[src/rtl/hazard_controller.sv]
// Hazard controller for the 5-stage RV32I pipeline: shadows EX/MEM/WB register usage
// and derives operand forwarding, load-use stalls, branch flushes and the dmem freeze.
module hazard_controller #(
    parameter int CNT_W = 16
) (
    input  logic             clk,
    input  logic             reset,
    input  logic             id_valid,
    input  logic [4:0]       id_rs1,
    input  logic [4:0]       id_rs2,
    input  logic [4:0]       id_rd,
    input  logic             id_regwrite,
    input  logic             id_memread,
    input  logic             id_memwrite,
    input  logic             branch_taken,
    input  logic             dmem_ready,
    output logic [1:0]       forward_a,
    output logic [1:0]       forward_b,
    output logic             stall_if_id,
    output logic             bubble_ex,
    output logic             flush_if_id,
    output logic             freeze,
    output logic [CNT_W-1:0] hazard_cycles
);

    typedef struct packed {
        logic       valid;
        logic [4:0] rd;
        logic       regwrite;
        logic       memread;
        logic       memwrite;
    } stage_t;

    typedef struct packed {
        stage_t     s;
        logic [4:0] rs1;
        logic [4:0] rs2;
    } ex_stage_t;

    localparam logic [1:0] FWD_REGFILE = 2'b00;
    localparam logic [1:0] FWD_EXMEM   = 2'b10;
    localparam logic [1:0] FWD_MEMWB   = 2'b01;

    ex_stage_t        r_ex;
    stage_t           r_mem;
    stage_t           r_wb;
    logic [CNT_W-1:0] r_cnt;

    ex_stage_t w_id_ex;
    logic      w_mem_op;
    logic      w_freeze;
    logic      w_branch;
    logic      w_load_use;
    logic      w_any_hazard;

    function automatic logic qualified(input stage_t st);
        return st.valid && st.regwrite && (st.rd != 5'd0);
    endfunction

    // MEM holds the younger result, so it wins over WB for the same register.
    function automatic logic [1:0] fwd_sel(input logic [4:0] rs, input logic ex_valid,
                                           input stage_t mem, input stage_t wb);
        if (!ex_valid)                          return FWD_REGFILE;
        else if (qualified(mem) && mem.rd == rs) return FWD_EXMEM;
        else if (qualified(wb) && wb.rd == rs)   return FWD_MEMWB;
        else                                     return FWD_REGFILE;
    endfunction

    always_comb begin
        w_id_ex.s.valid    = id_valid;
        w_id_ex.s.rd       = id_rd;
        w_id_ex.s.regwrite = id_regwrite;
        w_id_ex.s.memread  = id_memread;
        w_id_ex.s.memwrite = id_memwrite;
        w_id_ex.rs1        = id_rs1;
        w_id_ex.rs2        = id_rs2;
    end

    // dmem_ready only matters while MEM actually holds a load or store.
    assign w_mem_op     = r_mem.valid && (r_mem.memread || r_mem.memwrite);
    assign w_freeze     = w_mem_op && !dmem_ready;
    assign w_branch     = branch_taken && r_ex.s.valid && !w_freeze;
    assign w_load_use   = !w_freeze && !w_branch && id_valid && r_ex.s.valid &&
                          r_ex.s.memread && (r_ex.s.rd != 5'd0) &&
                          ((r_ex.s.rd == id_rs1) || (r_ex.s.rd == id_rs2));
    assign w_any_hazard = w_freeze || w_branch || w_load_use;

    assign forward_a     = fwd_sel(r_ex.rs1, r_ex.s.valid, r_mem, r_wb);
    assign forward_b     = fwd_sel(r_ex.rs2, r_ex.s.valid, r_mem, r_wb);
    assign freeze        = w_freeze;
    assign flush_if_id   = w_branch;
    assign stall_if_id   = w_load_use;
    assign bubble_ex     = w_branch || w_load_use;
    assign hazard_cycles = r_cnt;

    // NOTE: state uses non-blocking assignments so every stage samples pre-edge values.
    always_ff @(posedge clk or posedge reset) begin
        if (reset) begin
            r_ex  <= '0;
            r_mem <= '0;
            r_wb  <= '0;
        end else if (!w_freeze) begin
            r_ex  <= (w_branch || w_load_use) ? '0 : w_id_ex;
            r_mem <= r_ex.s;
            r_wb  <= r_mem;
        end
    end

    always_ff @(posedge clk or posedge reset) begin
        if (reset) begin
            r_cnt <= '0;
        end else if (w_any_hazard && (r_cnt != '1)) begin
            r_cnt <= r_cnt + CNT_W'(1);
        end
    end

endmodule

[config.mk]
export PLATFORM = sky130hd
export DESIGN_NAME = hazard_controller
export DESIGN_NICKNAME = d
export VERILOG_FILES = /design/src/rtl/hazard_controller.sv
export SDC_FILE = /design/constraint.sdc
export NUM_CORES = 1
export LEC_CHECK = 0
export BUFFER_PORTS_ARGS = -buffer_cell sky130_fd_sc_hd__buf_2
export CAP_MARGIN = 10
export CORE_MARGIN = 2
export CORE_UTILIZATION = 45
export CTS_CLUSTER_DIAMETER = 40
export DETAILED_ROUTE_END_ITERATION = 12
export GPL_ROUTABILITY_DRIVEN = 0
export HOLD_SLACK_MARGIN = 0.05
export PLACE_DENSITY = 0.67
export REMOVE_ABC_BUFFERS = 1
export SLEW_MARGIN = 20
export SYNTH_ARGS = -nofsm -noshare
export SYNTH_HDL_FRONTEND = slang
export SYNTH_SLANG_ARGS = --single-unit
[constraint.sdc]
create_clock -name clk -period 7.02 [get_ports clk]
set_clock_uncertainty 0.2 [all_clocks]
set_input_delay 0.702 -clock clk [delete_from_list [all_inputs] [get_ports clk]]
set_output_delay 0.702 -clock clk [all_outputs]
set_load 0.05 [all_outputs]
======== Yosys cells after proc, flatten, opt, wreduce, memory -nomap -nowiden ========
Cells that the tools add are included.
cells by class
  $add $sub $neg .......................... 1
  muxes and demuxes ....................... 7
  reductions and logical operators ........ 30
  equality and inequality tests ........... 7
operators by type and width
  kind                     count
  $eq A5 B5 Y1             6
  $logic_and A1 B1 Y1      19
  $mux W19                 1
  $add A16 B1 Y16 const B  1
  $ne A16 B16 Y1 const B   1
  $reduce_bool A5 Y1       3
  $mux W2                  4
  $logic_or A1 B1 Y1       5
  $logic_not A1 Y1         3
  $mux W1                  2
word-level totals
  word-level logic and storage cells ...... 61
  register bits after elaboration ......... 51

======== Logic depth before layout (Yosys ltp) ========
Gate-level depths: netlist of run 1.
  depth in word-level cells ............... 14
  depth in mapped cells ................... 8
  gate-level depth less buffers ........... 7

======== Worst setup path before layout of run 1 ========
OpenSTA, ideal clock, no wires.
  path kind ............................... input -> output
  start point ............................. input port dmem_ready
  end point ............................... output port bubble_ex
  required time ........................... 6.118 ns
  buffers on the path ..................... 2
  path slack .............................. 3.301 ns
  stages .................................. 4
  arrival time ............................ 2.817 ns
  cell sequence ........................... nor3b_2 clkbuf_1 clkbuf_1 o21ai_0
on the way
  cells in the longest elaborated chain, start to end .. 12
ends and longest elaborated chain
  element                           RTL line  RTL
  start: declaration                16        input logic dmem_ready,
  $logic_not A1 Y1 *                81        assign w_freeze = w_mem_op && !dmem_ready;
  $logic_and A1 B1 Y1 *             81
  net freeze                        22        output logic freeze,
  $logic_not A1 Y1 *                --
  $logic_and A1 B1 Y1               82        assign w_branch = branch_taken && r_ex.s.valid && !w_freeze;
  $logic_not A1 Y1                  83        assign w_load_use = !w_freeze && !w_branch && id_valid && r_ex.s.valid &&
  $logic_and A1 B1 Y1 (4 in a row)  83
  $logic_and A1 B1 Y1 (2 in a row)  84        r_ex.s.memread && (r_ex.s.rd != 5'd0) &&
  $logic_or A1 B1 Y1 *              93        assign bubble_ex = w_branch || w_load_use;
  end: declaration                  20        output logic bubble_ex,
The timed path passes the listed nets; every way through them passes the cells marked *.

======== Worst setup path in the final report of run 1 ========
  start point ............................. register r_mem[0] (netlist name)
  end point ............................... output port bubble_ex
on the way
  cells in the longest elaborated chain, start to end .. 13
ends and longest elaborated chain
  element                           RTL line  RTL
  start: declaration                45        stage_t r_mem;
  start signal: assignment          104       r_mem <= r_ex.s;
  $logic_or A1 B1 Y1 *              80        assign w_mem_op = r_mem.valid && (r_mem.memread || r_mem.memwrite);
  $logic_and A1 B1 Y1 *             80
  $logic_and A1 B1 Y1 *             81
  $logic_not A1 Y1 *                --
  $logic_and A1 B1 Y1               82
  $logic_not A1 Y1                  83
  $logic_and A1 B1 Y1 (4 in a row)  83
  $logic_and A1 B1 Y1 (2 in a row)  84
  $logic_or A1 B1 Y1 *              93
Every way passes the cells marked *; elsewhere a longest branch is shown, timed or not.

==> results of run 1 <==
-- report_power, final --
group	internal [W]	total (W)	switching, W
Combinational	0.000194	0.000414	0.000220
Clock	0.000142	0.000238	0.0000962
Sequential	0.000390	0.000516	0.000126
Total	0.000727	0.00117	0.000442
-- worst max-delay path, delay by kind of cell, from the launching register on --
kind,cells,cell delay [ns]
flip-flops,1,0.38
AO/OA/AOI/OAI,1,0.12
buffers and inverters,2,0.58
AND/OR/NAND/NOR,4,0.88
-- through the flow --
stage	total power, W	std cells	hold WS [ns]
after floorplan	0.000828	203	0.269
after global placement	0.000934	322	0.287
after detailed placement	0.000944	322	0.291
after CTS	0.00119	330	0.312
after global routing	0.00125	330	0.346
final	0.00117	330	0.310
-- worst min-delay path by stage --
stage	start	cells past startpoint	slack [ns]	to
3_5_place_dp	r_ex[10]	1	0.29	r_ex[10]
6_report	r_ex[10]	1	0.31	r_ex[10]
4_1_cts	hazard_cycles[9]	1	0.31	hazard_cycles[9]
3_3_place_gp	r_ex[12]	1	0.29	r_ex[12]
5_1_grt	r_ex[10]	1	0.35	r_ex[10]
2_1_floorplan	r_ex[10]	1	0.27	r_ex[10]
-- flip-flops by register name, indices dropped and copies added (netlist names) --
name           flops
hazard_cycles     16
r_wb               7
r_ex              19
r_mem              9
-- logic make-up (layout without fill, tap and decap cells) --
kind of cell             after synthesis  in the layout  share of synthesized area (%)
AND/OR/NAND/NOR                       59             59                           14.3
flip-flops                            51             51                           50.8
XOR/XNOR                              44             44                           15.4
AO/OA/AOI/OAI                         30             30                           10.3
multiplexers                          15             15                           6.73
buffers and inverters                 10             58                           1.99
adder cells (fa/ha/maj)                1              1                          0.498
-- cells in the mapped netlist (2+ instances only) --
library cell / n
nand4b_1: 2
nand4_1: 4
mux2_2: 15
nand3_1: 13
nand2_1: 9
and3_1: 2
dfrtp_1: 51
or4_1: 4
and2_1: 4
inv_1: 3
xnor2_1: 30
nor2_1: 4
nor3b_2: 2
nor4_1: 3
nor3_1: 4
xor2_1: 14
clkbuf_1: 4
a2bb2oi_1: 2
a22o_1: 19
o21ai_0: 2
-- final cells by class --
type / instances / share of cell area, %
Sequential cell: 51 / 43.4
Multi-Input combinational cell: 149 / 40.4
Timing Repair Buffer: 47 / 8.08
Tap cell: 72 / 3.06
Clock buffer: 5 / 2.34
Clock inverter: 3 / 2.30
Inverter: 3 / 0.425
-- metal layers --
layer	GRT usage (%)	vias up	share of wire, %
li1	-	852	-
met1	23.2	832	47
met2	28.5	33	48
met3	3.79	5	3.8
met4	4.74	0	0.83
met5	0	-	0
==> impl_metrics.tcl, run 1 <==
set metrics [dict create \
    n_antenna_cell 0 \
    rrSetupSlack_ns 4.31 \
    grt.total_usage_pct 17.3 \
    ant_nets 0 \
    final.min_clock_period_ns 3.17 \
    worst_slew_pin_slew_ns 0.958 \
    cts_buffers 5 \
    syn_inst 210 \
    worstSetupPathType "reg -> out" \
    final_area_um2 2940 \
    avgRoutedWirePerCell_um 15.0 \
    io_pins 47 \
    clock-root-buffer "clkbuf_8" \
    yosysTopAreaCell "dfrtp_1" \
    drc 0 \
    rows 27 \
    finalCritPeriodShare_pct 45.2 \
    routed_wl_um 4940 \
    hpwlAfterDp_um 3580 \
    portBuffers 46 \
    clock_sinks 51 \
    async_flop_share_pct 100 \
    grt_first_pass_wirelength_um 8380 \
    finalCoreUtilization_pct 54.1 \
    slew_viol_final 0 \
    setup_viol 0 \
    h-tree-depth 2 \
    crit_start "r_mem[0]" \
    cts-hold-fix-buffers 0 \
    cts_setup_buffers 0 \
    worst_r2r_path_depth 6 \
    drt_iter0_drc 65 \
    overflow 0 \
    worst-path-max-fanout 41 \
    critical_path.cell_chain "nor2_1, nor3b_4, buf_4, nor3_2, nand2_1, o21ai_0, buf_2" \
    worst_ep_arrival_time_ns 2.27 \
    cts_tree "done" \
    endpoint_kind "output port" \
    peakVddDrop_mv 0.292 \
    dieWidth_um 78.7 \
    p_leak_nw 1.34 \
    seq_area_um2 1280 \
    status "completed" \
    crit_slowest_cell "dfrtp_1" \
    dp_slack_ns 3.92 \
    ys_seq_elements 51 \
    dieArea_um2 6190 \
    critPathRequiredTime_ns 6.12 \
    die_h_um 78.7 \
    worst_slack_ns 3.85 \
    grt_start_max_net_pins 52 \
    yosys_warnings 0 \
    worstReg2RegStart "r_ex[14]" \
    yosys.cell_types.count 39 \
    yosysSeqAreaShare_pct 50.8 \
    rsz0062_at_grt "no" \
    cts_resized 0 \
    hp-class "reg -> reg" \
    power_density_nw_per_um2 397 \
    area_delta_synth_final_pct 17.2 \
    firstDrtPassIters 4 \
    clock_latency_ns 0.30 \
    synth_edf_count 0 \
    r2r_end "hazard_cycles[14]" \
    syn_avg_cell_area_um2 12.0 \
    synth_top_area_share_pct 50.8 \
    grt_pass1_vias 1741 \
    final_common_cell "dfrtp_1" \
    multi_input_area_um2 1190 \
    grt_antenna_before_repair 0 \
    layout-drive-gt1-share_pct 30.6 \
    max-slew-margin-rel_pct 35.9 \
    yosys-top-cells-area "dfrtp_1, xnor2_1, mux2_2" \
    fp.coreArea_um2 5440 \
    fillers 498 \
    num_vias 1722 \
    critPathMaxStageDelay_ns 0.38 \
    crit_end "bubble_ex" \
    fmax_ghz 0.315 \
    final_cell_mix "dfrtp_1, buf_2, xnor2_1, a22o_1, mux2_2" \
    finalSetupTns_ns 0 \
    critPathLaunchType "register" \
    synth_flop_cell "dfrtp_1" \
    hold_viol 0 \
    clk_path_buf_depth 2 \
    drt-vias-per-instance 5.22 \
    place_area_um2 2810 \
    clk_pin_slew_worst_paths_ns 0.09 \
    drv_cap 0 \
    synth_area_um2 2510 \
    fin_nets 281 \
    start_util_pct 46.1 \
]
No activity file was read; power rests on OpenSTA's default activity.
==> inputs of run 2 (changes only) <==
--- a/config.mk
+++ b/config.mk
@@ -13,7 +13,7 @@
 export DETAILED_ROUTE_END_ITERATION = 12
 export GPL_ROUTABILITY_DRIVEN = 0
 export HOLD_SLACK_MARGIN = 0.05
-export PLACE_DENSITY = 0.67
+export PLACE_DENSITY = 0.69
 export REMOVE_ABC_BUFFERS = 1
 export SLEW_MARGIN = 20
 export SYNTH_ARGS = -nofsm -noshare
==> constraint.sdc (replaced) <==
create_clock -name clk -period 2.85 [get_ports clk]
set_clock_uncertainty 0.2 [all_clocks]
set_input_delay 0.285 -clock clk [delete_from_list [all_inputs] [get_ports clk]]
set_output_delay 0.285 -clock clk [all_outputs]
set_load 0.05 [all_outputs]
==> impl_metrics.tcl, run 2 (synthesis gave the netlist of run 1 again) <==
set metrics [dict create \
    status "completed" \
    dieWidth_um 78.7 \
    fin_nets 305 \
    worst-path-max-fanout 5 \
    avgRoutedWirePerCell_um 15.0 \
    seq_area_um2 1280 \
    fmax_ghz 0.372 \
    power_density_nw_per_um2 882 \
    drt-vias-per-instance 5.25 \
    cts_tree "done" \
    hpwlAfterDp_um 3770 \
    firstDrtPassIters 4 \
    drc 0 \
    clk_pin_slew_worst_paths_ns 0.09 \
    final_cell_mix "dfrtp_1, buf_2, xnor2_1, dlygate4sd3_1, a22o_1" \
    rows 27 \
    final_common_cell "dfrtp_1" \
    slew_viol_final 0 \
    io_pins 47 \
    grt_antenna_before_repair 0 \
    ant_nets 0 \
    dieArea_um2 6190 \
    fp.coreArea_um2 5440 \
    cts_buffers 5 \
    drt_iter0_drc 74 \
    cts_resized 0 \
    worst_slew_pin_slew_ns 0.442 \
    drv_cap 0 \
    critPathRequiredTime_ns 2.37 \
    hp-class "in -> reg" \
    final.min_clock_period_ns 2.69 \
    regMostFlops "r_ex" \
    clock-root-buffer "clkbuf_8" \
    routed_wl_um 5320 \
    die_h_um 78.7 \
    critPathLaunchType "register" \
    start_util_pct 46.1 \
    clk_path_buf_depth 2 \
    hold_viol 0 \
    setup_viol 0 \
    n_antenna_cell 0 \
    overflow 0 \
    worst_ep_arrival_time_ns 2.21 \
    grt_pass1_vias 1810 \
    whs_ns 0.0774 \
    endpoint_kind "output port" \
    peakVddDrop_mv 0.707 \
    multi_input_area_um2 1190 \
    worstSetupPathType "reg -> out" \
    max-slew-margin-rel_pct 70.5 \
    num_vias 1860 \
    grt_first_pass_wirelength_um 8960 \
    finalCoreUtilization_pct 57.4 \
    p_leak_nw 1.42 \
    finalCritPeriodShare_pct 94.4 \
    clock_latency_ns 0.30 \
    grt_start_max_net_pins 36 \
    h-tree-depth 2 \
    grt.total_usage_pct 18.5 \
    rsz0062_at_grt "no" \
    largest_reg_flops 19 \
    finalSetupTns_ns 0 \
    layout-drive-gt1-share_pct 29.4 \
    area_delta_synth_final_pct 24.5 \
    clock_sinks 51 \
    fillers 481 \
    portBuffers 46 \
]
## run 2: changes by cell type in the layout (fill, tap and decap cells not counted), sizes merged
cell / before / now
buf: 47 / 51
bufinv: 2 / 0
dlygate4sd3: 0 / 20
clkinvlp: 1 / 2
inv: 2 / 3
## run 2: cell type report
class                      instances  share of cell area, %
clock buffer                       5                   2.20
clock inverter                     3                  0.641
inverter                           3                  0.360
multi-input combinational        149                   38.1
sequential                        51                   40.8
tap                               72                   2.88
timing repair buffer              71                   15.0
## run 2: power breakdown
part	total, W	leakage, nW	internal [W]	switching, W
combinational	0.00106	0.745	0.000512	0.000550
clock	0.000413	0.0402	0.000171	0.000242
sequential	0.00128	0.636	0.000962	0.000319
## run 2: per-layer routing
layer / share of wire, % / global-route usage [%] / vias up / routed length, um
li1: - / - / 897 / -
met1: 47 / 25.8 / 927 / 2520
met2: 49 / 30.2 / 32 / 2630
met3: 2.6 / 3.22 / 4 / 136
met4: 0.64 / 4.74 / 0 / 34
met5: 0 / 0 / - / 0
## run 2: what timing repair did
item,CTS,global route
hold buffers,20,0
setup buffers,0,0
hold endpoints to repair,32,0
## run 2: worst max-delay path, stage by stage, from the launching register on
cell and delay (ns):
dfrtp_1 0.46, or4_1 0.53, o211ai_1 0.21, nor4_1 0.11
nor4_1 0.28, buf_2 0.31
## run 2: per-stage QoR
step	setup WS [ns]	power [W]	cell area (um2)	cells
floorplan	-1.24	0.00204	2470	203
global placement	0.574	0.00232	2840	326
detailed placement	0.518	0.00234	2840	326
CTS	0.168	0.00277	3120	354
global route	0.0397	0.00294	3120	354
finish	0.159	0.00275	3120	354
## run 2: final timing paths
path                                    from                end  slack (ns)  cells after the start
setup / recovery                    r_mem[5]       forward_a[0]        0.16                      5
hold / removal                    dmem_ready            r_wb[8]        0.08                      2
setup reg to reg            hazard_cycles[0]  hazard_cycles[15]        0.51                      7
hold reg to reg            hazard_cycles[10]  hazard_cycles[10]        0.31                      1
max in group asynchronous              reset           r_ex[10]        1.62                      4
min in group asynchronous              reset           r_mem[8]        0.27                      3
==> inputs of run 3 (changes only) <==
--- a/config.mk
+++ b/config.mk
@@ -13,7 +13,7 @@
 export DETAILED_ROUTE_END_ITERATION = 12
 export GPL_ROUTABILITY_DRIVEN = 0
 export HOLD_SLACK_MARGIN = 0.05
-export PLACE_DENSITY = 0.69
+export PLACE_DENSITY = 0.67
 export REMOVE_ABC_BUFFERS = 1
 export SLEW_MARGIN = 20
 export SYNTH_ARGS = -nofsm -noshare
==> constraint.sdc (replaced) <==
create_clock -name clk -period 2.9 [get_ports clk]
set_clock_uncertainty 0.2 [all_clocks]
set_input_delay 0.29 -clock clk [delete_from_list [all_inputs] [get_ports clk]]
set_output_delay 0.29 -clock clk [all_outputs]
set_load 0.05 [all_outputs]
==> impl_metrics.tcl, run 3 (synthesis gave the netlist of run 1 again) <==
set metrics [dict create \
    status "completed" \
    finalCritPeriodShare_pct 92.6 \
    power.total_w 0.00268 \
    cts_setup_buffers 0 \
    io_pins 47 \
    critPathRequiredTime_ns 2.41 \
    critPathLaunchType "register" \
    slew_viol_final 0 \
    endpoint_kind "output port" \
    area_delta_synth_final_pct 22.3 \
    r2r_end "hazard_cycles[15]" \
    clock_latency_ns 0.30 \
    grt.total_usage_pct 19.2 \
    final_common_cell "dfrtp_1" \
    peakVddDrop_mv 0.652 \
    seq_area_um2 1280 \
    hpwlAfterDp_um 3920 \
    fmax_ghz 0.372 \
    hold_viol 0 \
    rsz0062_at_grt "no" \
    worst_slack_ns 0.214 \
    start_util_pct 46.1 \
    ant_nets 0 \
    worst-path-max-fanout 5 \
    drt_iter0_drc 96 \
    max-slew-margin-rel_pct 68.0 \
    fillers 492 \
    grt_antenna_before_repair 0 \
    p_leak_nw 1.40 \
    finalSetupTns_ns 0 \
    portBuffers 46 \
    cts_buffers 5 \
    min_path_cells 2 \
    drv_cap 0 \
    final.min_clock_period_ns 2.69 \
    place_inst 325 \
    clk_pin_slew_worst_paths_ns 0.08 \
    layout-drive-gt1-share_pct 28.6 \
    dieArea_um2 6190 \
    fp.coreArea_um2 5440 \
    grt_start_max_net_pins 38 \
    clock-root-buffer "clkbuf_8" \
    dieWidth_um 78.7 \
    largest_reg_flops 19 \
    h-tree-depth 2 \
    dp_slack_ns 0.536 \
    worstReg2RegStart "hazard_cycles[0]" \
    grt_pass1_vias 1820 \
    fin_nets 301 \
    clk_path_buf_depth 2 \
    cts-hold-fix-buffers 17 \
    regMostFlops "r_ex" \
    multi_input_area_um2 1190 \
    rrSetupSlack_ns 0.52 \
    worstSetupPathType "reg -> out" \
    hp-start "id_rs1[3]" \
    cts_resized 0 \
    grt_first_pass_wirelength_um 9220 \
    rows 27 \
    clock_sinks 51 \
    power_density_nw_per_um2 874 \
    min_to "r_ex[8]" \
    overflow 0 \
    firstDrtPassIters 4 \
    setup_viol 0 \
    hp-class "in -> reg" \
    final_cell_mix "dfrtp_1, buf_2, xnor2_1, a22o_1, dlygate4sd3_1" \
    cts_tree "done" \
    drc 0 \
    fin_cells 348 \
    die_h_um 78.7 \
    worst_slew_pin_slew_ns 0.480 \
    n_antenna_cell 0 \
    worst_r2r_path_depth 7 \
    avgRoutedWirePerCell_um 15.9 \
    drt-vias-per-instance 5.25 \
    routed_wl_um 5520 \
    num_vias 1828 \
    worst_ep_arrival_time_ns 2.20 \
]
==> run 3: worst max path at each step <==
stage / start / endpoint / slack, ns / cells after the start
3_3_place_gp: hazard_cycles[0] / hazard_cycles[15] / 0.53 / 7
4_1_cts: r_mem[4] / forward_a[0] / 0.19 / 5
5_1_grt: r_mem[4] / forward_a[0] / 0.07 / 5
2_1_floorplan: r_mem[0] / bubble_ex / -1.19 / 3
6_report: r_mem[4] / forward_a[0] / 0.21 / 5
3_5_place_dp: r_mem[4] / forward_a[0] / 0.54 / 5
==> run 3: area by class of cell <==
class	instances	area share (%)
sequential	51	41.6
multi-input combinational	149	38.8
timing repair buffer	67	14.0
tap	72	2.93
clock buffer	6	2.36
inverter	3	0.367
==> run 3: power by group <==
group | internal, W | switching, W | leakage, nW | total (W)
combinational | 0.000500 | 0.000548 | 0.727 | 0.00105
clock | 0.000161 | 0.000216 | 0.0371 | 0.000377
sequential | 0.000945 | 0.000313 | 0.636 | 0.00126
==> run 3: metrics by stage <==
| step | cell area [um2] | util [%] | hold slack [ns] |
|---|---|---|---|
| 6_report | 3070 | 56.5 | 0.0572 |
| 5_1_grt | 3070 | 56.5 | 0.0588 |
| 2_1_floorplan | 2470 | - | 0.223 |
| 3_3_place_gp | 2830 | 52.0 | 0.0637 |
| 3_5_place_dp | 2830 | 52.0 | 0.0642 |
| 4_1_cts | 3070 | 56.5 | 0.0512 |
==> run 3: layer usage <==
metal,GRT usage (%),wire [um]
met1,26.4,2570
met2,31.1,2710
met3,2.99,182
met4,6.14,63
met5,0,0
==> run 3: worst max-delay path, stage by stage, from the launching register on <==
cell	delay, ns
dfrtp_1	0.45
or4_1	0.53
o211ai_1	0.23
nor4_1	0.11
nor4_1	0.28
buf_2	0.31
